==> src/rtl/arb_iwrr_pkg.sv <==
// arb_iwrr_pkg: shared state encoding, index width and round-close helper for the IWRR arbiter
package arb_iwrr_pkg;
  typedef enum logic {IDLE = 1'b0, GRANT = 1'b1} state_e;
  function automatic int idx_w(input int n);
    return (n > 1) ? $clog2(n) : 1;
  endfunction
  function automatic logic round_close(input logic any_valid, input logic any_done);
    return !any_valid && any_done;
  endfunction
endpackage

==> src/rtl/arb_iwrr_scheduler_granter.sv <==
// arb_rot_granter: rotating first-set priority granter with all-done fallback to raw requests
module arb_rot_granter #(
  parameter int N  = 3,
  parameter int IW = 2
) (
  input  logic [N-1:0]  request,
  input  logic [N-1:0]  done,
  input  logic [IW-1:0] prior_ptr,
  output logic [N-1:0]  winner
);
  logic [N-1:0] src;
  logic found;
  int k;
  always_comb begin
    src = |(request & ~done) ? (request & ~done) : request;
    winner = '0;
    found = 1'b0;
    k = 0;
    for (int i = 0; i < N; i++) begin
      k = int'(prior_ptr) + i;
      if (k >= N) k = k - N;
      if (!found && src[k]) begin
        winner[k] = 1'b1;
        found = 1'b1;
      end
    end
  end
endmodule

==> src/rtl/arb_iwrr_scheduler.sv <==
// arb_iwrr_scheduler: interleaved weighted round-robin arbiter with registered, sticky one-hot grant
module arb_iwrr_scheduler import arb_iwrr_pkg::*; #(
  parameter int P_REQUESTER_NUM  = 3,
  parameter int P_WEIGHT_W       = 4,
  parameter int P_INIT_PRIOR_IDX = 0,
  localparam int N  = P_REQUESTER_NUM,
  localparam int W  = P_WEIGHT_W,
  localparam int IW = idx_w(P_REQUESTER_NUM)
) (
  input  logic            clk,
  input  logic            rst,
  input  logic [N-1:0]    request,
  input  logic [N*W-1:0]  weight,
  input  logic            grant_ready,
  output logic [N-1:0]    grant,
  output logic            grant_valid,
  output logic [IW-1:0]   grant_idx,
  output logic            round_done
);
  state_e state_q, state_d;
  logic [N-1:0] grant_q, grant_d, done_q, done_d, winner, done_mask;
  logic [IW-1:0] grant_idx_q, grant_idx_d, ptr_q, ptr_d, win_idx;
  logic grant_valid_q, grant_valid_d, round_done_q, round_done_d, close;
  logic [N-1:0][W-1:0] cnt_q, cnt_d, wl_q, wl_d;
  logic [W:0] nxt;
  logic [W-1:0] eff;
  // Round close happens before winner selection, so the granter sees the cleared done vector
  assign close = (state_q == IDLE) && round_close(|(request & ~done_q), |done_q);
  assign done_mask = close ? '0 : done_q;
  arb_rot_granter #(.N(N), .IW(IW)) u_granter (
    .request  (request),
    .done     (done_mask),
    .prior_ptr(ptr_q),
    .winner   (winner)
  );
  always_comb begin
    win_idx = '0;
    for (int i = 0; i < N; i++) if (winner[i]) win_idx = IW'(i);
  end
  always_comb begin
    state_d = state_q;
    grant_d = grant_q;
    grant_idx_d = grant_idx_q;
    grant_valid_d = grant_valid_q;
    round_done_d = 1'b0;
    ptr_d = ptr_q;
    cnt_d = cnt_q;
    done_d = done_q;
    wl_d = wl_q;
    nxt = {1'b0, cnt_q[grant_idx_q]} + (W+1)'(1);
    eff = (wl_q[grant_idx_q] == '0) ? W'(1) : wl_q[grant_idx_q];
    if (close) begin
      cnt_d = '0;
      done_d = '0;
      wl_d = weight;
      round_done_d = 1'b1;
    end
    if (state_q == IDLE && |request) begin
      grant_d = winner;
      grant_idx_d = win_idx;
      grant_valid_d = 1'b1;
      state_d = GRANT;
    end
    if (state_q == GRANT && grant_ready) begin
      cnt_d[grant_idx_q] = nxt[W] ? cnt_q[grant_idx_q] : nxt[W-1:0];
      if (nxt >= {1'b0, eff}) done_d[grant_idx_q] = 1'b1;
      ptr_d = (grant_idx_q == IW'(N-1)) ? '0 : grant_idx_q + IW'(1);
      grant_d = '0;
      grant_valid_d = 1'b0;
      state_d = IDLE;
    end
  end
  always_ff @(posedge clk) begin
    if (rst) begin
      state_q <= IDLE;
      grant_q <= '0;
      grant_idx_q <= '0;
      grant_valid_q <= 1'b0;
      round_done_q <= 1'b0;
      ptr_q <= IW'(P_INIT_PRIOR_IDX);
      cnt_q <= '0;
      done_q <= '0;
      wl_q <= weight;
    end else begin
      state_q <= state_d;
      grant_q <= grant_d;
      grant_idx_q <= grant_idx_d;
      grant_valid_q <= grant_valid_d;
      round_done_q <= round_done_d;
      ptr_q <= ptr_d;
      cnt_q <= cnt_d;
      done_q <= done_d;
      wl_q <= wl_d;
    end
  end
  assign grant = grant_q;
  assign grant_valid = grant_valid_q;
  assign grant_idx = grant_idx_q;
  assign round_done = round_done_q;
endmodule
==> config.mk <==
export PLATFORM = sky130hd
export DESIGN_NAME = arb_iwrr_scheduler
export DESIGN_NICKNAME = d
export VERILOG_FILES = /design/src/rtl/arb_iwrr_pkg.sv /design/src/rtl/arb_iwrr_scheduler_granter.sv /design/src/rtl/arb_iwrr_scheduler.sv
export SDC_FILE = /design/constraint.sdc
export NUM_CORES = 1
export LEC_CHECK = 0
export BUFFER_PORTS_ARGS = -buffer_cell sky130_fd_sc_hd__buf_4
export CELL_PAD_IN_SITES_DETAIL_PLACEMENT = 1
export CELL_PAD_IN_SITES_GLOBAL_PLACEMENT = 1
export CORE_MARGIN = 1.5
export CORE_UTILIZATION = 47
export CTS_BUF_LIST = sky130_fd_sc_hd__clkbuf_16
export DETAILED_ROUTE_END_ITERATION = 8
export GPL_TIMING_DRIVEN = 1
export PLACE_DENSITY = 0.9
export SETUP_SLACK_MARGIN = 0.02
export SLEW_MARGIN = 20
export SYNTH_ARGS = -nofsm -noshare
export SYNTH_HDL_FRONTEND = slang
export SYNTH_SLANG_ARGS = --single-unit
export TNS_END_PERCENT = 30
==> constraint.sdc <==
create_clock -name clk -period 5.99 [get_ports clk]
set_clock_uncertainty 0.15 [all_clocks]
set_input_delay 0.599 -clock clk [delete_from_list [all_inputs] [get_ports clk]]
set_output_delay 0.599 -clock clk [all_outputs]
set_load 0.05 [all_outputs]
==> run_results.csv <==
group,metric,value,unit
outcome,status,"completed",
setup_path,cp.required,6000,ps
power_and_ir_drop,vdd_drop_max,0.2273,mV
synth,ys.flop_type,"dfxtp_1",
flow_run,drv_cap,0,
place,portBuffers,24,
global_route,track_usage,0.2600,
global_route,grt_max_degree,18,
synth,synth_most_common_cell,"nor2_1",
synth,synthTopCellsByCount,"25 x nor2_1, 24 x dfxtp_1, 18 x nand2_1",
global_route,grt_pass1_vias,1741,
final_layout,area_growth,17.82,%
clock_network,cts_made_buffers,5,
clock_network,cts_hold_buf,0,
synth,synth_area_leaders,"dfxtp_1 24%, edfxtp_1 18%, ha_1 5.6%",
clock_network,cts_resized,0,
clock_network,clkTransAtPathRegs,60,ps
synth,synth.avg_cell_area,9.361,um2
final_layout,multi_input_area,0.001110,mm2
drt,wl_per_cell,19.83,um
power_and_ir_drop,leakage,0.9397,nW
final_layout,finalInstanceArea,0.002382,mm2
timing,relSlewSlack,0.5045,
drt,wl,5712,um
synth,synth_top_area_cell,"dfxtp_1",
drt,dr.first_iter.drc_count,153,
final_layout,register_area,840.8,um2
place,dp_hpwl,3966,um
power_and_ir_drop,cellPowerDensity,279.1,mW/mm2
setup_path,crit_fanout,13,
clock_network,insertion_delay,290,ps
clock_network,post_cts_buffers,0,
setup_path,start_kind,"flop",
clock_network,cts-root-buf,"clkbuf_16",
final_layout,nFillCells,473,
synth,ys_warn_count,0,
timing,max_freq,314.0,MHz
setup_path,cp_data_arrival_time,3190,ps
drt,first_pass_iters,4,
synth,synth_top_area_share,0.2376,
timing,setup_viol,0,
setup_path,worst-setup-path-type,"reg2reg",
clock_network,cts_max_path_buffers,2,
worst_hold_path,holdCritStartpoint,"cnt_q[7]$_SDFF_PP0_",
timing,min_period,3185,ps
floorplanning,die_h,68.59,um
synth,syn_area,0.002022,mm2
synth,synthCells,216,
clock_network,cts_tree,"yes",
final_layout,nNetsFinal,264,
synth,synth_edf_count,12,
timing,period_share,0.5318,
synth,syn_nets,243,
drt,vias,1809,
drt,ant_nets,0,
floorplanning,core_area,0.004058,mm2
drt,viasPerCell,6.281,
setup_path,end_kind,"flop",
timing,setup_tns,0,ps
floorplanning,start_util,0.4983,
floorplanning,placement_rows,23,
clock_network,htree_levels,2,
floorplanning,io_pins,25,
global_route,gr-total-overflow,0,
floorplanning,die_width,68.59,um
place,gp_congestion,0.8436,
synth,ys_seq_area_frac,0.4158,
global_route,antenna_found_initial,0,
final_layout,antenna_cells,0,
setup_path,crit_start,"grant_idx[0]$_SDFFE_PP0P_",
drt,drc,0,
floorplanning,die_area,0.004705,mm2
place,place_area,0.002220,mm2
power_and_ir_drop,power,664.9,uW
final_layout,drive_above_1_share,0.1681,
timing,worstMarginPinSlew,742.3,ps
timing,hold_slack,339.5,ps
worst_hold_path,holdCritPathClass,"reg2reg",
clock_network,clock-sinks,36,
global_route,grt_pass1_wl,8742,um
final_layout,final_core_util,0.5871,
synth,synthArstFlopShare,0,
timing,hold_viol_final,0,
synth,ys_seq_elements,36,
timing,slew_violations,0,
setup_path,worstReg2RegStart,"grant_idx[0]$_SDFFE_PP0P_",
synth,synth_cell_types,53,
timing,rsz0062_at_grt,"no",
[power by group]
group	internal [mW]	switching (mW)
logic	0.0412	0.0660
registers	0.264	0.0122
clock network	0.178	0.103
[area by class of cell]
cell class / instances / area share
flip-flops and latches: 36 / 0.3529
clock inverters: 2 / 0.005252
multi-input cells: 163 / 0.4659
clock buffers: 6 / 0.06303
well taps: 50 / 0.02626
inverters: 7 / 0.01103
repair buffers: 24 / 0.07563
[worst max-delay path, stage by stage, from the launching register on]
cell and delay, ps:
dfxtp_1 540, nor2b_1 620, o2bb2ai_1 320, ha_1 320, xor2_1 240, ha_1 270, a21o_1 160, a21o_1 200
o21bai_1 130, a21oi_1 90
[logic make-up (layout without fill, tap and decap cells)]
group,count (synthesis),count (layout),synth area share
and+or+nand+nor,78,78,0.1918
DFF,36,36,0.4158
xor gates and xnor gates,2,2,0.008665
AOI/OAI and AO/OA,65,65,0.2475
muxes,9,9,0.04517
adders and majority gates,9,9,0.05569
buffers and inverters,17,39,0.03527
[registers in the layout, indices dropped and copies added (netlist names)]
signal,flops
grant,3
grant_idx,2
done_q,3
wl_q,12
cnt_q,12
ptr_q,2
grant_valid,1
round_done,1
[routing by layer]
layer	part of all wire	routed length, um	up-vias	track usage
li1	-	-	851	-
met1	0.42	2385	895	0.3108
met2	0.52	2976	54	0.4663
met3	0.047	271	9	0.05844
met4	0.014	79	0	0.06750
met5	0	0	-	0
[layout by cell type, fill, tap and decap left out, types with 3 or more instances in the layout]
| cell | n |
|---|---|
| nand2_1 | 18 |
| a211oi_1 | 3 |
| nor3_1 | 4 |
| o22a_1 | 3 |
| a21oi_1 | 11 |
| nor4_1 | 3 |
| and3_1 | 3 |
| o21ai_0 | 4 |
| inv_1 | 7 |
| clkbuf_16 | 6 |
| edfxtp_1 | 12 |
| nor2b_1 | 4 |
| buf_4 | 24 |
| ha_1 | 9 |
| mux2i_1 | 8 |
| nor2_1 | 25 |
| o22ai_1 | 4 |
| o2bb2ai_1 | 4 |
| nand2b_1 | 6 |
| a32o_1 | 7 |
| dfxtp_1 | 24 |
| o21bai_1 | 3 |
| a21o_1 | 3 |
| nand3_1 | 4 |
[per-stage QoR]
| step | cells | setup WS [ps] |
|---|---|---|
| 2_1_floorplan | 216 | 3112 |
| 3_3_place_gp | 280 | 2965 |
| 3_5_place_dp | 280 | 2874 |
| 4_1_cts | 288 | 2827 |
| 5_1_grt | 288 | 2612 |
| 6_report | 288 | 2805 |
[final timing paths]
path / end / slack [ps] / depth (start not counted)
setup / recovery: done_q[2]$_SDFF_PP0_ / 2800 / 9
hold / removal: cnt_q[7]$_SDFF_PP0_ / 340 / 2
setup reg to reg: done_q[2]$_SDFF_PP0_ / 2800 / 9
hold reg to reg: cnt_q[7]$_SDFF_PP0_ / 340 / 2
Power figures use the tool's default switching activity.
